## config.mk

```make
export PLATFORM = sky130hd
export DESIGN_NAME = decode_stage_buffered
export DESIGN_NICKNAME = d
export VERILOG_FILES = /design/src/rtl/decode_stage_buffered.sv
export SDC_FILE = /design/constraint.sdc
export NUM_CORES = 1
export LEC_CHECK = 0
export CAP_MARGIN = 10
export CORE_MARGIN = 10
export CORE_UTILIZATION = 25
export DETAILED_ROUTE_END_ITERATION = 7
export PLACE_DENSITY = 0.55
export SYNTH_ARGS = -nofsm -noshare
export SYNTH_HDL_FRONTEND = slang
export SYNTH_SLANG_ARGS = --single-unit
```

## constraint.sdc

```tcl
create_clock -name clk -period 3.05 [get_ports clk]
set_input_delay 0.61 -clock clk [delete_from_list [all_inputs] [get_ports clk]]
set_output_delay 0.61 -clock clk [all_outputs]
set_load 0.02 [all_outputs]
```

## src/rtl/decode_stage_buffered.sv

```systemverilog
// RV32I decode stage between ifetch and rfetch with a BUF_DEPTH-entry decoded-instruction queue.
// Optional macro RVGA_DECODE_ILLEGAL_EN enables illegal-instruction flagging in cword[10].
module decode_stage_buffered #(
  parameter int XLEN      = 32,
  parameter int BUF_DEPTH = 2,
  parameter int CWORD_W   = 16
) (
  input  logic               clk,
  input  logic               rst,
  input  logic               in_valid,
  output logic               in_ready,
  input  logic [XLEN-1:0]    in_pc,
  input  logic [31:0]        in_instr,
  input  logic               flush,
  output logic               out_valid,
  input  logic               out_ready,
  output logic [XLEN-1:0]    out_pc,
  output logic [4:0]         out_rs1,
  output logic [4:0]         out_rs2,
  output logic [4:0]         out_rd,
  output logic [XLEN-1:0]    out_imm,
  output logic [CWORD_W-1:0] out_cword
);

  if (XLEN != 32) begin : g_xlen_chk
    $error("decode_stage_buffered: XLEN must be 32");
  end
  if (BUF_DEPTH < 1 || BUF_DEPTH > 4) begin : g_depth_chk
    $error("decode_stage_buffered: BUF_DEPTH must be 1..4");
  end
  if (CWORD_W < 16) begin : g_cword_chk
    $error("decode_stage_buffered: CWORD_W must be at least 16");
  end

  localparam int PTR_W = (BUF_DEPTH > 1) ? $clog2(BUF_DEPTH) : 1;
  localparam int CNT_W = $clog2(BUF_DEPTH + 1);

  localparam logic [6:0] OPC_LUI    = 7'b0110111;
  localparam logic [6:0] OPC_AUIPC  = 7'b0010111;
  localparam logic [6:0] OPC_OP     = 7'b0110011;
  localparam logic [6:0] OPC_OP_IMM = 7'b0010011;
  localparam logic [6:0] OPC_LOAD   = 7'b0000011;
  localparam logic [6:0] OPC_STORE  = 7'b0100011;
  localparam logic [6:0] OPC_BRANCH = 7'b1100011;
  localparam logic [6:0] OPC_JAL    = 7'b1101111;
  localparam logic [6:0] OPC_JALR   = 7'b1100111;

  logic [6:0]  opc;
  logic [2:0]  f3;
  logic [6:0]  f7;
  logic [31:0] imm_i, imm_s, imm_b, imm_j, imm_u, dec_imm;
  logic        rd_w_v, pc_w_v, dc_r_v, dc_w_v, imm_v, alt_art;
  logic        rs1_pc_sel, imm_pt_v, jump_v, branch_v, illegal, f3_v;
  logic [15:0]        dec_cword;
  logic [CWORD_W-1:0] dec_cword_ext;

  assign opc   = in_instr[6:0];
  assign f3    = in_instr[14:12];
  assign f7    = in_instr[31:25];
  assign imm_i = {{20{in_instr[31]}}, in_instr[31:20]};
  assign imm_s = {{20{in_instr[31]}}, in_instr[31:25], in_instr[11:7]};
  assign imm_b = {{20{in_instr[31]}}, in_instr[7], in_instr[30:25], in_instr[11:8], 1'b0};
  assign imm_j = {{12{in_instr[31]}}, in_instr[19:12], in_instr[20], in_instr[30:21], 1'b0};
  assign imm_u = {in_instr[31:12], 12'b0};

  always_comb begin
    rd_w_v     = 1'b0;
    pc_w_v     = 1'b0;
    dc_r_v     = 1'b0;
    dc_w_v     = 1'b0;
    imm_v      = 1'b0;
    alt_art    = 1'b0;
    rs1_pc_sel = 1'b0;
    imm_pt_v   = 1'b0;
    jump_v     = 1'b0;
    branch_v   = 1'b0;
    illegal    = 1'b0;
    f3_v       = 1'b0;
    dec_imm    = '0;
    case (opc)
      OPC_LUI: begin
        rd_w_v = 1'b1; imm_v = 1'b1; imm_pt_v = 1'b1; dec_imm = imm_u;
      end
      OPC_AUIPC: begin
        rd_w_v = 1'b1; imm_v = 1'b1; rs1_pc_sel = 1'b1; dec_imm = imm_u;
      end
      OPC_OP: begin
        rd_w_v  = 1'b1; f3_v = 1'b1;
        alt_art = in_instr[30] && (f3 == 3'b000 || f3 == 3'b101);
      end
      OPC_OP_IMM: begin
        rd_w_v  = 1'b1; imm_v = 1'b1; f3_v = 1'b1;
        alt_art = in_instr[30] && (f3 == 3'b101);
        // shifts carry a zero-extended shamt, everything else a sign-extended I-imm
        dec_imm = (f3 == 3'b001 || f3 == 3'b101) ? {27'b0, in_instr[24:20]} : imm_i;
      end
      OPC_LOAD: begin
        rd_w_v = 1'b1; imm_v = 1'b1; dc_r_v = 1'b1; f3_v = 1'b1; dec_imm = imm_i;
      end
      OPC_STORE: begin
        imm_v = 1'b1; dc_w_v = 1'b1; f3_v = 1'b1; dec_imm = imm_s;
      end
      OPC_BRANCH: begin
        branch_v = 1'b1; imm_v = 1'b1; f3_v = 1'b1; dec_imm = imm_b;
      end
      OPC_JAL: begin
        rd_w_v = 1'b1; pc_w_v = 1'b1; jump_v = 1'b1; imm_v = 1'b1; rs1_pc_sel = 1'b1;
        dec_imm = imm_j;
      end
      OPC_JALR: begin
        rd_w_v = 1'b1; pc_w_v = 1'b1; jump_v = 1'b1; imm_v = 1'b1; f3_v = 1'b1;
        dec_imm = imm_i;
      end
      default: illegal = 1'b1;
    endcase
    if (opc == OPC_OP &&
        !(f7 == 7'b0000000 || (f7 == 7'b0100000 && (f3 == 3'b000 || f3 == 3'b101))))
      illegal = 1'b1;
    if (in_instr[1:0] != 2'b11)
      illegal = 1'b1;
    if (in_instr[11:7] == 5'd0)
      rd_w_v = 1'b0;
`ifdef RVGA_DECODE_ILLEGAL_EN
    if (illegal) begin
      rd_w_v = 1'b0;
      pc_w_v = 1'b0;
      dc_r_v = 1'b0;
      dc_w_v = 1'b0;
    end
`else
    illegal = 1'b0;
`endif
  end

  assign dec_cword = {2'b00, (f3_v ? f3 : 3'b000), illegal, branch_v, jump_v, imm_pt_v,
                      rs1_pc_sel, alt_art, imm_v, dc_w_v, dc_r_v, pc_w_v, rd_w_v};

  always_comb begin
    dec_cword_ext       = '0;
    dec_cword_ext[15:0] = dec_cword;
  end

  logic [XLEN-1:0]    mem_pc    [BUF_DEPTH];
  logic [4:0]         mem_rs1   [BUF_DEPTH];
  logic [4:0]         mem_rs2   [BUF_DEPTH];
  logic [4:0]         mem_rd    [BUF_DEPTH];
  logic [XLEN-1:0]    mem_imm   [BUF_DEPTH];
  logic [CWORD_W-1:0] mem_cword [BUF_DEPTH];
  logic [PTR_W-1:0]   wr_ptr, rd_ptr;
  logic [CNT_W-1:0]   count;
  logic               push, pop;

  function automatic logic [PTR_W-1:0] ptr_inc(input logic [PTR_W-1:0] p);
    return (p == PTR_W'(BUF_DEPTH - 1)) ? '0 : p + 1'b1;
  endfunction

  assign in_ready  = (count < CNT_W'(BUF_DEPTH));
  assign out_valid = (count != '0);
  assign push      = in_valid && in_ready && !flush;
  assign pop       = out_valid && out_ready && !flush;

  always_ff @(posedge clk or negedge rst) begin
    if (!rst) begin
      count  <= '0;
      wr_ptr <= '0;
      rd_ptr <= '0;
      for (int i = 0; i < BUF_DEPTH; i++) begin
        mem_pc[i]    <= '0;
        mem_rs1[i]   <= '0;
        mem_rs2[i]   <= '0;
        mem_rd[i]    <= '0;
        mem_imm[i]   <= '0;
        mem_cword[i] <= '0;
      end
    end else if (flush) begin
      count  <= '0;
      wr_ptr <= '0;
      rd_ptr <= '0;
    end else begin
      if (push) begin
        mem_pc[wr_ptr]    <= in_pc;
        mem_rs1[wr_ptr]   <= in_instr[19:15];
        mem_rs2[wr_ptr]   <= in_instr[24:20];
        mem_rd[wr_ptr]    <= in_instr[11:7];
        mem_imm[wr_ptr]   <= dec_imm;
        mem_cword[wr_ptr] <= dec_cword_ext;
        wr_ptr            <= ptr_inc(wr_ptr);
      end
      if (pop)
        rd_ptr <= ptr_inc(rd_ptr);
      if (push && !pop)
        count <= count + 1'b1;
      else if (pop && !push)
        count <= count - 1'b1;
    end
  end

  assign out_pc    = mem_pc[rd_ptr];
  assign out_rs1   = mem_rs1[rd_ptr];
  assign out_rs2   = mem_rs2[rd_ptr];
  assign out_rd    = mem_rd[rd_ptr];
  assign out_imm   = mem_imm[rd_ptr];
  assign out_cword = mem_cword[rd_ptr];

endmodule
```

==> results.md <==
* Number of hold-slack violations in the final timing report at 0
* Unrepaired setup endpoints after global routing: false
* Clock edge transition at the registers on the reported setup and hold paths at 0.07 ns
* Number of warnings printed during yosys synthesis at 0
* Total power divided by cell area at 601 mW/mm2
* Clock insertion delay at the later pin of the skew report at 0.44 ns
* Hold WC Path Type: input pin to async pin
* Number of buffers created by CTS at 17
* Most frequent cells in the layout: sky130_fd_sc_hd__nand2_1, sky130_fd_sc_hd__dfrtp_1, sky130_fd_sc_hd__clkdlybuf4s50_1
* CTS tree: yes
* Worst R2R Setup Slack at roughly 1.1 ns
* Worst Path Class, Setup: register to output pin
* Number of global-route vias before repair at between 6000 and 7000
* DRC violation total after the first TritonRoute iteration at approximately 360
* Combinational power share at 0.212
* Required time of the critical path at 2.44 ns
* Part of the total power dissipated in sequential elements at 0.437
* Cell at the root of the clock tree: sky130_fd_sc_hd__clkbuf_16
* Number of search-and-repair iterations in the first detailed-routing pass at 5
* Core Area at 0.0334 mm2
* Horizontal die dimension at 204 um
* Setup total negative slack at 0 ns
* Number of levels the H-tree was split into at 4
* Slew Limit Headroom at 0.631
* Cell area after synthesis at 0.00845 mm2
* Port-buffer cells at 162
* Global route total overflow at 0
* Average instance area after synthesis at 9.53 um2
* CTS-repair resized insts at 0
* Total Die Area at approximately 0.042 mm2
* Top FF cell, synth: sky130_fd_sc_hd__dfrtp_1
* Worst-case reg-to-reg path depth at 6
* Post-route clock period utilization at 0.961
* Vias at around 6600
* R2r endpoint: mem_pc[21]
* Clock group share of total power at 0.351
* Net count, final at 1101
* Average vias per placed instance at approximately 4.4
* Antenna diode count at 0
* Most frequent standard cell in the layout excluding fill and tap cells: sky130_fd_sc_hd__nand2_1
* Transition at the pin with the smallest max-transition slack at around 0.55 ns
* Clk sink count at 186
* Endpoints failing setup at 0
* Yosys cell types at 42
* Wire length of the first global-routing pass at 40200 um
* Share of cells above drive strength 1 at 0.149
* Wire length reported by the detailed router at around 26000 um
* Maximum frequency from static timing analysis at 341 MHz
* Tmin final at 2.93 ns
* Switching power total at 1.96 mW
* WP data arrival at 2.32 ns
* CP Capture Type: output pin
* Initial core utilization at 0.253
* Internal power component at 4.82 mW
* Drt wl/cell at 17.4 um
* Reported leakage power at 5.28 nW
* Run status: completed
* Antenna violations before repair at 1
* Maximum fanout along the worst path at 61
* Number of storage elements in the synthesis netlist at 186
* Net Sw Frac at 0.289
* Reg2reg start: count[1]
* Number of standard cells in the final layout excluding fillers at 1493
* Post-placement cell count at 1461
* Setup skew after layout at between 0.009 and 0.01 ns
* Cells after Synth at 887
* CTS max path bufs at 2
* Smallest hold slack at 0.156 ns
* Count of boundary I/O pins at roughly 170
* Pin count of the biggest net entering global routing at 66
* Die height at 204 um
* Number of enable-type register cells in the synthesized netlist at 0
* Fillers at 3425
* Number of buffers added for setup after CTS at 0
* Seq/Total Area, Yosys at 0.551
* Crit path launch type: register
* Post-DP HPWL at 17800 um
* Detail Route Antenna Nets at 0
* GPL Wtd Cong at 0.801
* Area growth from synthesis to layout at 33.5%
* # rows at 67
* Number of slew-limit violations in the final report at 0
* Drc violations at 0
* Global routing usage summed across all routing layers at 0.125
* CTS hold repair buffers at 0
* Worst IR Drop VDD at between 0.0003 and 0.0004 V
* Count of maximum capacitance violations at 0
* Share of flip-flops with an asynchronous set or reset after synthesis at 1.00
-- worst max path at each step --
stage | start | to | slack (ns) | cells past startpoint
after global routing | rd_ptr | out_rs2[0] | 0.04 | 3
after global placement | in_instr[1] | mem_imm[61] | 0.37 | 6
after CTS | rd_ptr | out_imm[21] | 0.09 | 3
after floorplan | rd_ptr | out_cword[8] | 0.88 | 4
final | rd_ptr | out_rs2[0] | 0.12 | 3
after detailed placement | in_instr[2] | mem_imm[32] | 0.36 | 6
-- metal layers --
| metal | track usage | vias up | share of wire |
|---|---|---|---|
| met3 | 0.0338 | 21 | 0.047 |
| met5 | 0 | - | 0.00062 |
| met1 | 0.167 | 3201 | 0.48 |
| met4 | 0.0344 | 2 | 0.011 |
| met2 | 0.194 | 129 | 0.46 |
| li1 | - | 3221 | - |
-- through the flow --
stage                     cell area, um2   util  setup slack, ns  power [mW]
after floorplan                     8460      -            0.881        3.77
after global placement             10700  0.319            0.371        4.45
after detailed placement           10700  0.319            0.362        4.47
after CTS                          11300  0.337           0.0852        6.88
after global routing               11300  0.337           0.0429        7.12
final                              11300  0.337            0.118        6.78
-- synthesized netlist by cell type (all sizes together), types with 3 or more instances --
| master | n | area, um2 |
|---|---|---|
| and3b | 3 | 26.3 |
| nor3b | 3 | 22.5 |
| a31oi | 3 | 18.8 |
| o31ai | 5 | 51.3 |
| xor2 | 3 | 26.3 |
| nand3 | 6 | 30.0 |
| mux2 | 93 | 1050 |
| a22oi | 4 | 30.0 |
| inv | 3 | 11.3 |
| nor2 | 8 | 30.0 |
| clkbuf | 39 | 146 |
| buf | 21 | 111 |
| a22o | 18 | 158 |
| a21oi | 16 | 80.1 |
| o21ai | 64 | 320 |
| nand2 | 373 | 1400 |
| nor3 | 3 | 15.0 |
| dfrtp | 186 | 4650 |
| a21o | 10 | 75.1 |
-- flip-flops by register name (all words and copies together), names as in the netlist --
| signal | flops |
|---|---|
| mem_rs1 | 10 |
| mem_cword | 24 |
| wr_ptr | 1 |
| rd_ptr | 1 |
| count | 2 |
| mem_rs2 | 10 |
| mem_rd | 10 |
| mem_pc | 64 |
| mem_imm | 64 |
-- logic make-up after synthesis --
family,synth area share
DFF,0.551
muxes,0.125
AOI/OAI and AO/OA,0.0934
and+or+nand+nor,0.195
xor gates and xnor gates,0.00311
buffers and inverters,0.0318
other,0.000444
-- critical path, stage by stage, from the launching register on --
cell and delay [ns]:
sky130_fd_sc_hd__dfrtp_4 0.49, sky130_fd_sc_hd__buf_12 0.36, sky130_fd_sc_hd__mux2_2 0.38, sky130_fd_sc_hd__clkdlybuf4s50_1 0.63
-- power groups by stage --
stage | registers (mW) | clock network, mW | logic (mW)
global route | 3.02 | 2.53 | 1.57
global placement | 3.00 | 0 | 1.45
detailed placement | 3.01 | 0 | 1.45
CTS | 2.97 | 2.45 | 1.47
floorplan | 2.96 | 0 | 0.807
finish | 2.96 | 2.38 | 1.43
-- layout make-up --
| class | instances | area (um2) | share of cell area |
|---|---|---|---|
| sequential | 186 | 4660 | 0.413 |
| tap | 448 | 561 | 0.0497 |
| clock inverter | 11 | 158 | 0.0140 |
| clock buffer | 21 | 460 | 0.0408 |
| timing repair buffer | 184 | 1870 | 0.165 |
| inverter | 3 | 11.3 | 0.000999 |
| multi-input combinational | 640 | 3560 | 0.316 |
(Power assumes the default switching activity.)
